File: config.mk
export PLATFORM = sky130hd
export DESIGN_NAME = masked_rmw
export DESIGN_NICKNAME = d
export VERILOG_FILES = /design/src/rtl/rmw_pkg.sv /design/src/rtl/mask_merge.sv /design/src/rtl/masked_rmw.sv
export SDC_FILE = /design/constraint.sdc
export NUM_CORES = 1
export LEC_CHECK = 0
export ABC_AREA = 1
export CORE_ASPECT_RATIO = 0.6
export CORE_MARGIN = 2
export CORE_UTILIZATION = 36
export CTS_CLUSTER_SIZE = 10
export DETAILED_ROUTE_END_ITERATION = 16
export PLACE_DENSITY = 0.69
export SLEW_MARGIN = 10
export SYNTH_ARGS = -nofsm -noshare
export SYNTH_HDL_FRONTEND = slang
export SYNTH_SLANG_ARGS = --single-unit
File: constraint.sdc
create_clock -name clk -period 3.5 [get_ports clk]
set_input_delay 0.7 -clock clk [delete_from_list [all_inputs] [get_ports clk]]
set_output_delay 0.7 -clock clk [all_outputs]
set_load 0.005 [all_outputs]
File: src/rtl/rmw_pkg.sv
// Shared types and mask constants for the masked read-modify-write engine
// and the register-file flag update path.
package rmw_pkg;

  typedef enum logic [1:0] {
    IDLE  = 2'd0,
    READ  = 2'd1,
    WRITE = 2'd2,
    DONE  = 2'd3
  } rmw_state_e;

  // Wide enough for any supported word size; users slice to their width.
  localparam int RMW_MAX_WIDTH = 64;
  localparam logic [RMW_MAX_WIDTH-1:0] MASK_NONE = '0;
  localparam logic [RMW_MAX_WIDTH-1:0] MASK_ALL  = '1;

endpackage

File: src/rtl/mask_merge.sv
// Combinational bit merge: mask=1 takes new_dat, mask=0 keeps old_dat.
// Zero latency, no flow control.
module mask_merge #(
  parameter int WIDTH = 32
) (
  input  logic [WIDTH-1:0] old_dat,
  input  logic [WIDTH-1:0] new_dat,
  input  logic [WIDTH-1:0] mask,
  output logic [WIDTH-1:0] merged_dat
);

  assign merged_dat = (old_dat & ~mask) | (new_dat & mask);

endmodule

File: src/rtl/masked_rmw.sv
// Masked read-modify-write of one memory word over a req/ack bus; 3 cycles
// with zero-wait acks (fewer for empty/full masks), strobes held until mem_ack.
module masked_rmw
  import rmw_pkg::*;
#(
  parameter int DATA_WIDTH = 32,
  parameter int ADDR_WIDTH = 16
) (
  input  logic                  clk,
  input  logic                  rst,
  input  logic                  start,
  output logic                  ready,
  input  logic [ADDR_WIDTH-1:0] addr_in,
  input  logic [DATA_WIDTH-1:0] data_in,
  input  logic [DATA_WIDTH-1:0] mask_in,
  output logic                  done,
  output logic [DATA_WIDTH-1:0] old_data,
  output logic [ADDR_WIDTH-1:0] mem_addr,
  output logic                  mem_rd,
  output logic                  mem_wr,
  output logic [DATA_WIDTH-1:0] mem_data_out,
  input  logic [DATA_WIDTH-1:0] mem_data_in,
  input  logic                  mem_ack
);

  localparam logic [DATA_WIDTH-1:0] ZERO_MASK = MASK_NONE[DATA_WIDTH-1:0];
  localparam logic [DATA_WIDTH-1:0] FULL_MASK = MASK_ALL[DATA_WIDTH-1:0];

  rmw_state_e            state_q, state_d;
  logic [ADDR_WIDTH-1:0] addr_q, addr_d;
  logic [DATA_WIDTH-1:0] data_q, data_d;
  logic [DATA_WIDTH-1:0] mask_q, mask_d;
  logic [DATA_WIDTH-1:0] old_q, old_d;
  logic [DATA_WIDTH-1:0] merged_q, merged_d;
  logic [DATA_WIDTH-1:0] merge_out;

  mask_merge #(.WIDTH(DATA_WIDTH)) u_merge (
    .old_dat    (mem_data_in),
    .new_dat    (data_q),
    .mask       (mask_q),
    .merged_dat (merge_out)
  );

  always_ff @(posedge clk) begin
    if (rst) begin
      state_q  <= IDLE;
      addr_q   <= '0;
      data_q   <= '0;
      mask_q   <= '0;
      old_q    <= '0;
      merged_q <= '0;
    end else begin
      state_q  <= state_d;
      addr_q   <= addr_d;
      data_q   <= data_d;
      mask_q   <= mask_d;
      old_q    <= old_d;
      merged_q <= merged_d;
    end
  end

  always_comb begin
    state_d = state_q;
    case (state_q)
      IDLE: begin
        if (start) begin
          if (mask_in == ZERO_MASK)      state_d = DONE;
          else if (mask_in == FULL_MASK) state_d = WRITE;
          else                           state_d = READ;
        end
      end
      READ:    if (mem_ack) state_d = WRITE;
      WRITE:   if (mem_ack) state_d = DONE;
      DONE:    state_d = IDLE;
      default: state_d = IDLE;
    endcase
  end

  // Seeding merged with data_in makes the full-mask path write data directly.
  always_comb begin
    addr_d   = addr_q;
    data_d   = data_q;
    mask_d   = mask_q;
    old_d    = old_q;
    merged_d = merged_q;
    if (state_q == IDLE && start) begin
      addr_d   = addr_in;
      data_d   = data_in;
      mask_d   = mask_in;
      old_d    = '0;
      merged_d = data_in;
    end else if (state_q == READ && mem_ack) begin
      old_d    = mem_data_in;
      merged_d = merge_out;
    end
  end

  always_comb begin
    ready  = (state_q == IDLE);
    done   = (state_q == DONE);
    mem_rd = (state_q == READ);
    mem_wr = (state_q == WRITE);
  end

  assign old_data     = old_q;
  assign mem_addr     = addr_q;
  assign mem_data_out = merged_q;

endmodule

# Word-level counts from Yosys, hierarchy flattened
# Index checks and enable logic that the tools add are counted.
[word_totals]
mem_bits_ro = 0
word_cells = 32
n_memories = 0
in_bits = 116
out_inout_bits = 84
latch_bits = 0
ram_bits = 0
ff_bits = 146
[classes]
reduce_logical = 7
add_sub_neg = 0
n_eq_ne = 7
n_bitwise = 4
magnitude_cmp = 0
shift = 0
muxes = 8
multipliers = 0
div_mod_pow = 0
[op_table]
columns = ["cell", "n"]
rows = [
  ["$and A32 B32 Y32", 2],
  ["$mux W32", 2],
  ["$eq A32 B32 Y1 const B", 1],
  ["$logic_not A32 Y1", 1],
  ["$not A32 Y32", 1],
  ["$or A32 B32 Y32", 1],
  ["$mux W2", 5],
  ["$pmux W2 S4", 1],
  ["$eq A2 B2 Y1 const B", 2],
  ["$ne A2 B1 Y1 const B", 2],
  ["$reduce_and A3 Y1", 1],
  ["$eq A2 B1 Y1 const B", 1],
  ["$logic_and A1 B1 Y1", 2],
  ["$logic_not A2 Y1", 1],
  ["$ne A2 B2 Y1 const B", 1],
  ["$reduce_bool A2 Y1", 1],
  ["$reduce_or A2 Y1", 1],
]

# Longest topological paths before layout
# Gate-level depths: netlist of the first run.
[logic_depth]
ltp_word = 5
ltp_mapped = 10
mapped_depth_nobuf = 9

# Modules after synthesis
# From an unflattened synthesis of the first run, not the netlist that was laid out.
[unflattened]
hier_cells = 842
hier_area_um2 = 5947.0
[by_module_without_submodules]
columns = ["mod", "n_inst", "area_each_um2", "cells_per_inst", "seq_area_each_um2"]
rows = [
  ["masked_rmw", 1, 5466.5, 714, 2922.8],
  ["mask_merge", 1, 480.5, 128, 0.0],
]

# Worst setup path before layout of the first run
# No wires, ideal clock.
[synth_timing]
path_kind = "input to register"
start = "in rst"
end = "reg old_q[21] (netlist: old_data[21])"
n_path_buf = 2
cell_stages = 5
path_slack_ns = 2.074
arrival_time_ns = 1.340
setup_ns = 0.086
t_required_ns = 3.414
path_cell_list = "buf_2 clkinv_2 nand2_2 buf_6 a211oi_1"
[synth_via]
elab_chain_len = 1
[synth_rtl]
columns = ["element", "line_no", "rtl"]
rows = [
  ["from (decl)", "masked_rmw.sv:10", "input logic rst,"],
  ["$reduce_or A2 Y1 (no source line)", "-", ""],
  ["to (signal assigned)", "masked_rmw.sv:57", "old_q <= old_d;"],
  ["to (decl)", "masked_rmw.sv:33", "logic [DATA_WIDTH-1:0] old_q, old_d;"],
]
# No other way between the ends.
# A chain may end at the register's enable or synchronous reset.

# Final worst setup path of the first run
[layout_timing]
start = "reg state_q[0]"
end = "out ready"
[layout_via]
elab_chain_len = 1
[layout_rtl]
columns = ["element", "line_no", "rtl"]
rows = [
  ["from (decl)", "masked_rmw.sv:29", "rmw_state_e state_q, state_d;"],
  ["from (signal assigned)", "masked_rmw.sv:53", "state_q <= state_d;"],
  ["$logic_not A2 Y1", "masked_rmw.sv:99", "ready = (state_q == IDLE);"],
  ["to (decl)", "masked_rmw.sv:12", "output logic ready,"],
]
# No other way between the ends.

==> results.txt, run 1 <==
The highest routed metal layer is met4. The start point of the worst hold path is data_q[5]. In this run, the number of DRC markers left after iteration 0 of detailed routing was around 300. The via count of the routed design is between 5,000 and 6,000.

The wire length on met3 is 1730 µm. The leakage power came out at roughly 0.0034 µW. The path class of the tightest hold or removal check is register to register. The number of pins with negative max-slew slack in the final report came out at 0. The die is 103 µm tall. The number of hold buffers added after CTS came out at 0. The instance count of the mapped netlist came out at roughly 800. The initial core utilization is 0.366. Of the total power, the clock network draws 0.328.

In this run the tool buffered the top-level ports with 199 buffer cells. The worst setup path is captured at an output pin. The post-synthesis to final-layout area growth is 45.0%. Setup violations remaining at the end of the flow were counted as 0. The routed design uses roughly 7000 µm of met2 wire. Summed over all nets, the switching power comes to approximately 1800 µW. The count of max-cap constraint violations came out at 0. The number of hold violations in the final report was 0.

The total grt overflow came out at 0. The number of rows in the core area came out at 36. Using the TritonRoute via totals, the vias-per-cell ratio works out to between 4 and 5. The worst-case reg-to-reg path depth came out at 5. CTS built an H-tree with a depth of 4.

The number of setup buffers added after CTS is 0. The overall track demand over capacity in global routing came out at 0.204. The initial antenna violation count is 0. The die area came out at 0.0175 mm². Setup repair after global routing left no endpoint under its margin. The capture point of the worst reg-to-reg path is old_data[0]. After synthesis, the largest family of logic cells by area is simple AND/OR/NAND/NOR gates.

The number of gates resized after CTS is 0. In this run the critical register-to-register path is launched from state_q[0]. The first-pass GRT wire length came out at 27,400 µm. The transition time of the tightest slew-check pin is a little under 900 ps. The root buffer cell is sky130_fd_sc_hd__clkbuf_16. The placeable core area is approximately 0.016 mm². The number of global-route vias before repair is between 5,000 and 6,000. Of the total power, the share spent switching nets is 0.309. The number of sinks on the clock net came out at about 150.

The part of the Yosys area used for sequential elements came out at 0.494. Leaving out filler cells and counting taps, the final layout contains about 1,200. The compound-cell area share of the yosys netlist was 0.201. The final routed wire length divided by cell count is 14.7 µm. The register bit count reported by yosys came out at 146.

The startpoint-to-endpoint class of the critical path is register to output pin. The worst setup skew after layout is 12.5 ps. The portion of synthesized area spent on multiplexers is 0. The synthesized netlist net count is ~900. The final routed DRC violation total is 0. The total of fill cells in the finished design is 1,536. The floorplan step set the die width to about 170 µm. The share of total power dissipated in combinational logic is 0.282. The post-synthesis simple-gate area fraction is 0.202. The run finished with clean final reports. The data arrival time of the worst path is ~1700 ps. The final-layout setup total negative slack came out at 0 ps. The synthesized netlist occupies a cell area of between 0.005 and 0.006 mm². The worst setup path is launched from a register. In the final routing, the length of wire on met1 measures a little under 9000 µm.

The share of the synthesized netlist area taken by xor and xnor gates came out at 0. The worst-case IR drop observed on VDD is roughly 0.00031 V. The count of antenna-violating nets left after detailed routing is 0.

The number of placed instances, taps included came out at 1,153. Setup slack on the worst reg-to-reg path comes out at 1330 ps. The clock period could shrink to approximately 2400 ps. STA puts the critical path data required time at about 2800 ps.

The number of clock buffers inserted by TritonCTS is 17. In this run the mean area of a mapped cell was 7.56 µm². The post-layout net count came out at 1,084. The worst hold path passes through 2 cells. Of the cells placed in the final design, the portion with a size suffix greater than 1 is 0.0533.

The number of synthesis warnings is 0. The multi-input combinational cells in the finished layout cover a total of ~0.0024 mm². The antenna cell count is 0. Of the total synthesized cell area, the portion taken by full adders, half adders and majority gates is 0.0106.

The fmax came out at between 400 and 500 MHz. The worst-path maximum fanout is 4. Counting along the longest clock path gives a buffer depth of 2. 200 I/O pins were placed. The largest net degree at the start of global routing is 61. The HPWL after detailed placement is approximately 12,000 µm. The remaining max-slew budget at the tightest pin came out at 0.421. The global placement routability congestion came out at ~0.79. The final wirelength is between 15,000 and 20,000 µm. TritonCTS built the clock tree. The worst min-delay path endpoint is data_q[5].

Registers take slightly below 0.003 mm². The number of different library cells used by synthesis comes to 24. The power per cell area came out at ~670 mW/mm². The detailed-routing iteration count for the pre-antenna-repair pass came out at 5. The sequential share of power came out at 0.390.

Dividing the final minimum period by the clock period gives 0.687. Clock-pin slew was measured on the worst setup and hold paths at 60 ps. The cell-internal power came out at about 4000 µW.

The clock reaches the later pin of the worst-skew pair after approximately 410 ps.
==> sequential cells by signal (all words and copies together), names as in the netlist <==
signal        count
data_q           32
mask_q           32
mem_data_out     32
old_data         32
mem_addr         16
state_q           2
==> Yosys cell counts (all sizes together) <==
master / number / area, µm²
nor2: 94 / 369
buf: 32 / 214
or2: 1 / 6.26
a31oi: 27 / 169
o2111ai: 6 / 52.6
inv: 74 / 283
nand4: 1 / 6.26
a21oi: 64 / 320
dfxtp: 146 / 2920
nand3: 7 / 35.0
clkbuf: 12 / 45.0
ha: 5 / 62.6
a211oi: 32 / 265
o21ai: 76 / 380
nand2: 204 / 778
clkinv: 1 / 5.00
==> per-stage QoR <==
stage | util | setup WS, ps | power, µW | cell area, µm² | hold slack (ps)
after global placement | 0.493 | 946 | 3890 | 7970 | 453
after CTS | 0.530 | 1070 | 5820 | 8580 | 466
after detailed placement | 0.493 | 856 | 3920 | 7970 | 456
final | 0.530 | 1100 | 5770 | 8580 | 465
after floorplan | - | 2070 | 3150 | 5910 | 444
after global routing | 0.530 | 1010 | 6120 | 8580 | 483
==> cell families after synthesis <==
logic type,count (synthesis)
AND/OR/NAND/NOR,307
AO/OA/AOI/OAI,205
flip-flops,146
buffers and inverters,119
adder cells (fa/ha/maj),5
==> layout make-up <==
class / instances / share of cell area
timing repair buffer: 206 / 0.239
clock inverter: 11 / 0.0177
clock buffer: 20 / 0.0532
sequential: 146 / 0.341
tap: 209 / 0.0305
multi-input combinational: 517 / 0.285
inverter: 75 / 0.0336
==> how the worst max path moves through the flow <==
| stage | slack, ps | to | from | depth (start not counted) |
|---|---|---|---|---|
| 3_3_place_gp | 950 | old_data[12] | start | 4 |
| 2_1_floorplan | 2070 | old_data[21] | rst | 5 |
| 5_1_grt | 1010 | ready | state_q[1] | 3 |
| 6_report | 1100 | ready | state_q[0] | 3 |
| 4_1_cts | 1070 | ready | state_q[0] | 3 |
| 3_5_place_dp | 860 | old_data[0] | start | 4 |
==> layer usage <==
metal / vias up / GRT usage
li1: 2912 / -
met1: 2502 / 0.290
met2: 231 / 0.298
met3: 10 / 0.0689
met4: 0 / 0.0473
met5: - / 0
==> power by group through the flow <==
stage                     logic, µW  registers, µW  clock network [µW]
after global routing           1820           2300                2000
after CTS                      1650           2250                1920
after detailed placement       1640           2280                   0
after global placement         1620           2280                   0
after floorplan                 887           2260                   0
final                          1630           2250                1890
==> critical path: stages, from the launching register on <==
cell and delay, ps:
sky130_fd_sc_hd__dfxtp_1 340, sky130_fd_sc_hd__inv_1 110, sky130_fd_sc_hd__ha_1 280, sky130_fd_sc_hd__clkdlybuf4s50_1 570
==> cell usage in the layout, fill, tap and decap left out, drive strengths merged, types with 6 or more instances in the layout <==
| master | Yosys | routed |
|---|---|---|
| nand2 | 204 | 204 |
| clkdlybuf4s50 | 0 | 198 |
| dfxtp | 146 | 146 |
| nor2 | 94 | 94 |
| inv | 74 | 77 |
| o21ai | 76 | 76 |
| a21oi | 64 | 64 |
| a211oi | 32 | 32 |
| a31oi | 27 | 27 |
| clkbuf | 12 | 20 |
| buf | 32 | 8 |
| nand3 | 7 | 7 |
| o2111ai | 6 | 6 |
Power figures use the tool's default switching activity.
==> run 2: changes to the inputs <==
==> constraint.sdc (replaced) <==
create_clock -name clk -period 2.5 [get_ports clk]
set_input_delay 0.5 -clock clk [delete_from_list [all_inputs] [get_ports clk]]
set_output_delay 0.5 -clock clk [all_outputs]
set_load 0.005 [all_outputs]
==> results.txt, run 2 (synthesis gave the netlist of run 1 again) <==
The run finished with clean final reports. The share of total power dissipated in sequential elements is 0.384. CTS built an H-tree with a depth of 4. The final routed DRC violation total is 0. The critical path goes through inv_1 > ha_1 > clkdlybuf4s50_1. The insertion delay of the later-clocked pin in the worst-skew pair came out at 410 ps. The fraction of power spent switching nets came out at 0.306. The cell-internal power is roughly 5700 µW. The number of hold buffers added after CTS is 0. The worst setup path is captured at an output pin. The remaining max-slew budget at the tightest pin is 0.547. The count of buffers from port buffering came out at just under 200. The final routed wire length divided by cell count is roughly 15 µm. The worst hold path belongs to the class register to register. The routed layout has 5,650 vias. At the pin with the least slew margin, the transition time is 680 ps. Routability-driven placement finished with a final weighted congestion of between 0.8 and 0.9. The number of sinks on the clock net is 146. The initial utilization of the core area, before any placement, comes to 0.366. Clock skew on the completed layout was measured at approximately 9.4 ps.

The delay of the slowest cell on the worst path came out at roughly 570 ps. The count of boundary I/O pins came out at 200. The worst-path maximum fanout came out at 4. The post-layout net count came out at around 1,100. The share of final-layout standard cells stronger than drive strength 1 came out at 0.0573. The area after detailed placement is about 0.0080 mm². In the final timing run, aggregate negative setup slack is 0 ps. After routing the design area is 0.00867 mm². The tool flagged a number of max-cap violations equal to 0. The region available for standard cell placement spans between 0.015 and 0.02 mm². The number of antenna diodes in the final layout is 0. The number of clock buffers inserted by TritonCTS came out at 17. The share of the cycle needed by the critical path after routing came out at 0.890. Clock-pin slew was measured on the worst setup and hold paths at ~60 ps. The root buffer cell is sky130_fd_sc_hd__clkbuf_16. The final core utilization came out at 0.536.

The total area of multi-input combinational cells is about 0.0024 mm². The analysis attributes to net switching a power of roughly 2500 µW. The number of gates resized after CTS came out at 0.

The overall track demand over capacity in global routing is 0.206. The library cells used most frequently in the layout, excluding fill and tap cells, are 201 x sky130_fd_sc_hd__nand2_1, 198 x sky130_fd_sc_hd__clkdlybuf4s50_1, 146 x sky130_fd_sc_hd__dfxtp_1, 93 x sky130_fd_sc_hd__nor2_1, 76 x sky130_fd_sc_hd__o21ai_0. The detailed router finished its first iteration with approximately 450 violations. For this design, the slowest cell found on the critical path is sky130_fd_sc_hd__clkdlybuf4s50_1. The total of fill cells in the finished design came out at 1,552. The final wirelength came out at around 18,000 µm. The number of buffers on the longest clock path is 2.

The number of hold violations in the final report was 0. The number of rows in the core area is 36. The leakage power came out at 0.00342 µW. The initial antenna violation count is 0.

The count of nets left with antenna violations once routing finished came out at 0. The first global-routing pass estimated between 20,000 and 30,000 µm of wire. The number of endpoints failing setup at the final stage came out at 0.

The critical path data required time came out at around 2000 ps. The startpoint type of the worst setup path is a register. The number of global-route vias before repair came out at ~5,300. The time the final worst path needs with I/O delays and setup came out at about 2200 ps.

The startpoint-to-endpoint class of the critical path is register to output pin. The number of buffers added for setup after CTS is 0. The share of total power dissipated in combinational logic is 0.290.

The maximum VDD drop came out at between 0.0005 and 0.0006 V. Of the total power, the clock network draws 0.327. From synthesis to final layout, the design area changed by 46.6%. The number of cells on the worst reg-to-reg path is 8. The sum of buffers and inverters on the critical path came out at 2. Setup repair after global routing left no endpoint under its margin.

The fmax came out at around 450 MHz. The total grt overflow came out at 0. The die width is between 150 and 200 µm. Data on the critical path arrives at its endpoint at 1720 ps. The cell family contributing the most delay on the critical path is buffers and inverters. The worst hold path passes through 2 cells. The combined flip-flop and latch cell area came out at slightly below 0.003 mm². The ratio of routed vias to standard cells came out at approximately 4.8. Measured along the y axis, the die boundary spans approximately 100 µm. The die area is between 0.015 and 0.02 mm². The most common cell after layout, fill and taps aside is sky130_fd_sc_hd__nand2_1. The power per cell area is around 950 mW/mm². The number of pins with negative max-slew slack in the final report came out at 0. The largest net degree at the start of global routing came out at 63. TritonCTS built the clock tree. In this run the number of cells on the critical path is 3. The detailed-routing iteration count for the pre-antenna-repair pass came out at 5. The HPWL after detailed placement is between 10,000 and 15,000 µm.
[run 2: changes by cell type in the layout (fill, tap and decap cells not counted), sizes merged]
cell	previous run	this run
clkinvlp	1	2
clkinv	5	4
clkbuf	20	18
buf	8	12
bufinv	3	4
[run 2: tightest hold or removal path, cell delays in order, from the launching register on]
cell                      delay (ps)
sky130_fd_sc_hd__dfxtp_1         310
sky130_fd_sc_hd__nand2_1          60
sky130_fd_sc_hd__a21oi_1          50
[run 2: worst paths after layout]
kind / from / to / slack (ps)
setup / recovery: state_q[1] / ready / 280
hold / removal: data_q[12] / data_q[12] / 460
setup reg to reg: state_q[1] / mem_data_out[14] / 710
hold reg to reg: data_q[12] / data_q[12] / 460
[run 2: power groups by stage]
stage	sequential, µW	combinational, µW	clock (µW)
after floorplan	3170	1240	0
after CTS	3160	2400	2730
after global routing	3230	2650	2830
after detailed placement	3200	2380	0
after global placement	3200	2350	0
final	3160	2390	2690
[run 2: per-layer routing]
| metal | track usage | up-vias | wire length, µm |
|---|---|---|---|
| met4 | 0.0467 | 0 | 168 |
| met2 | 0.300 | 213 | 7020 |
| met5 | 0 | - | 0 |
| li1 | - | 2917 | - |
| met1 | 0.297 | 2504 | 9240 |
| met3 | 0.0651 | 16 | 1560 |
[run 2: cell type report]
type,instances,share of cell area
flip-flops and latches,146,0.337
inverters,75,0.0332
repair buffers,210,0.246
multi-input cells,517,0.282
clock buffers,18,0.0507
clock inverters,12,0.0208
well taps,209,0.0302
[run 2: through the flow]
| stage | total power [µW] | instances | hold WS [ps] | worst slack, ps |
|---|---|---|---|---|
| 6_report | 8240 | 1187 | 464 | 275 |
| 5_1_grt | 8710 | 1187 | 480 | 220 |
| 4_1_cts | 8300 | 1187 | 466 | 278 |
| 3_5_place_dp | 5590 | 1157 | 456 | 477 |
| 3_3_place_gp | 5550 | 1157 | 452 | 467 |
| 2_1_floorplan | 4410 | 782 | 444 | 1140 |
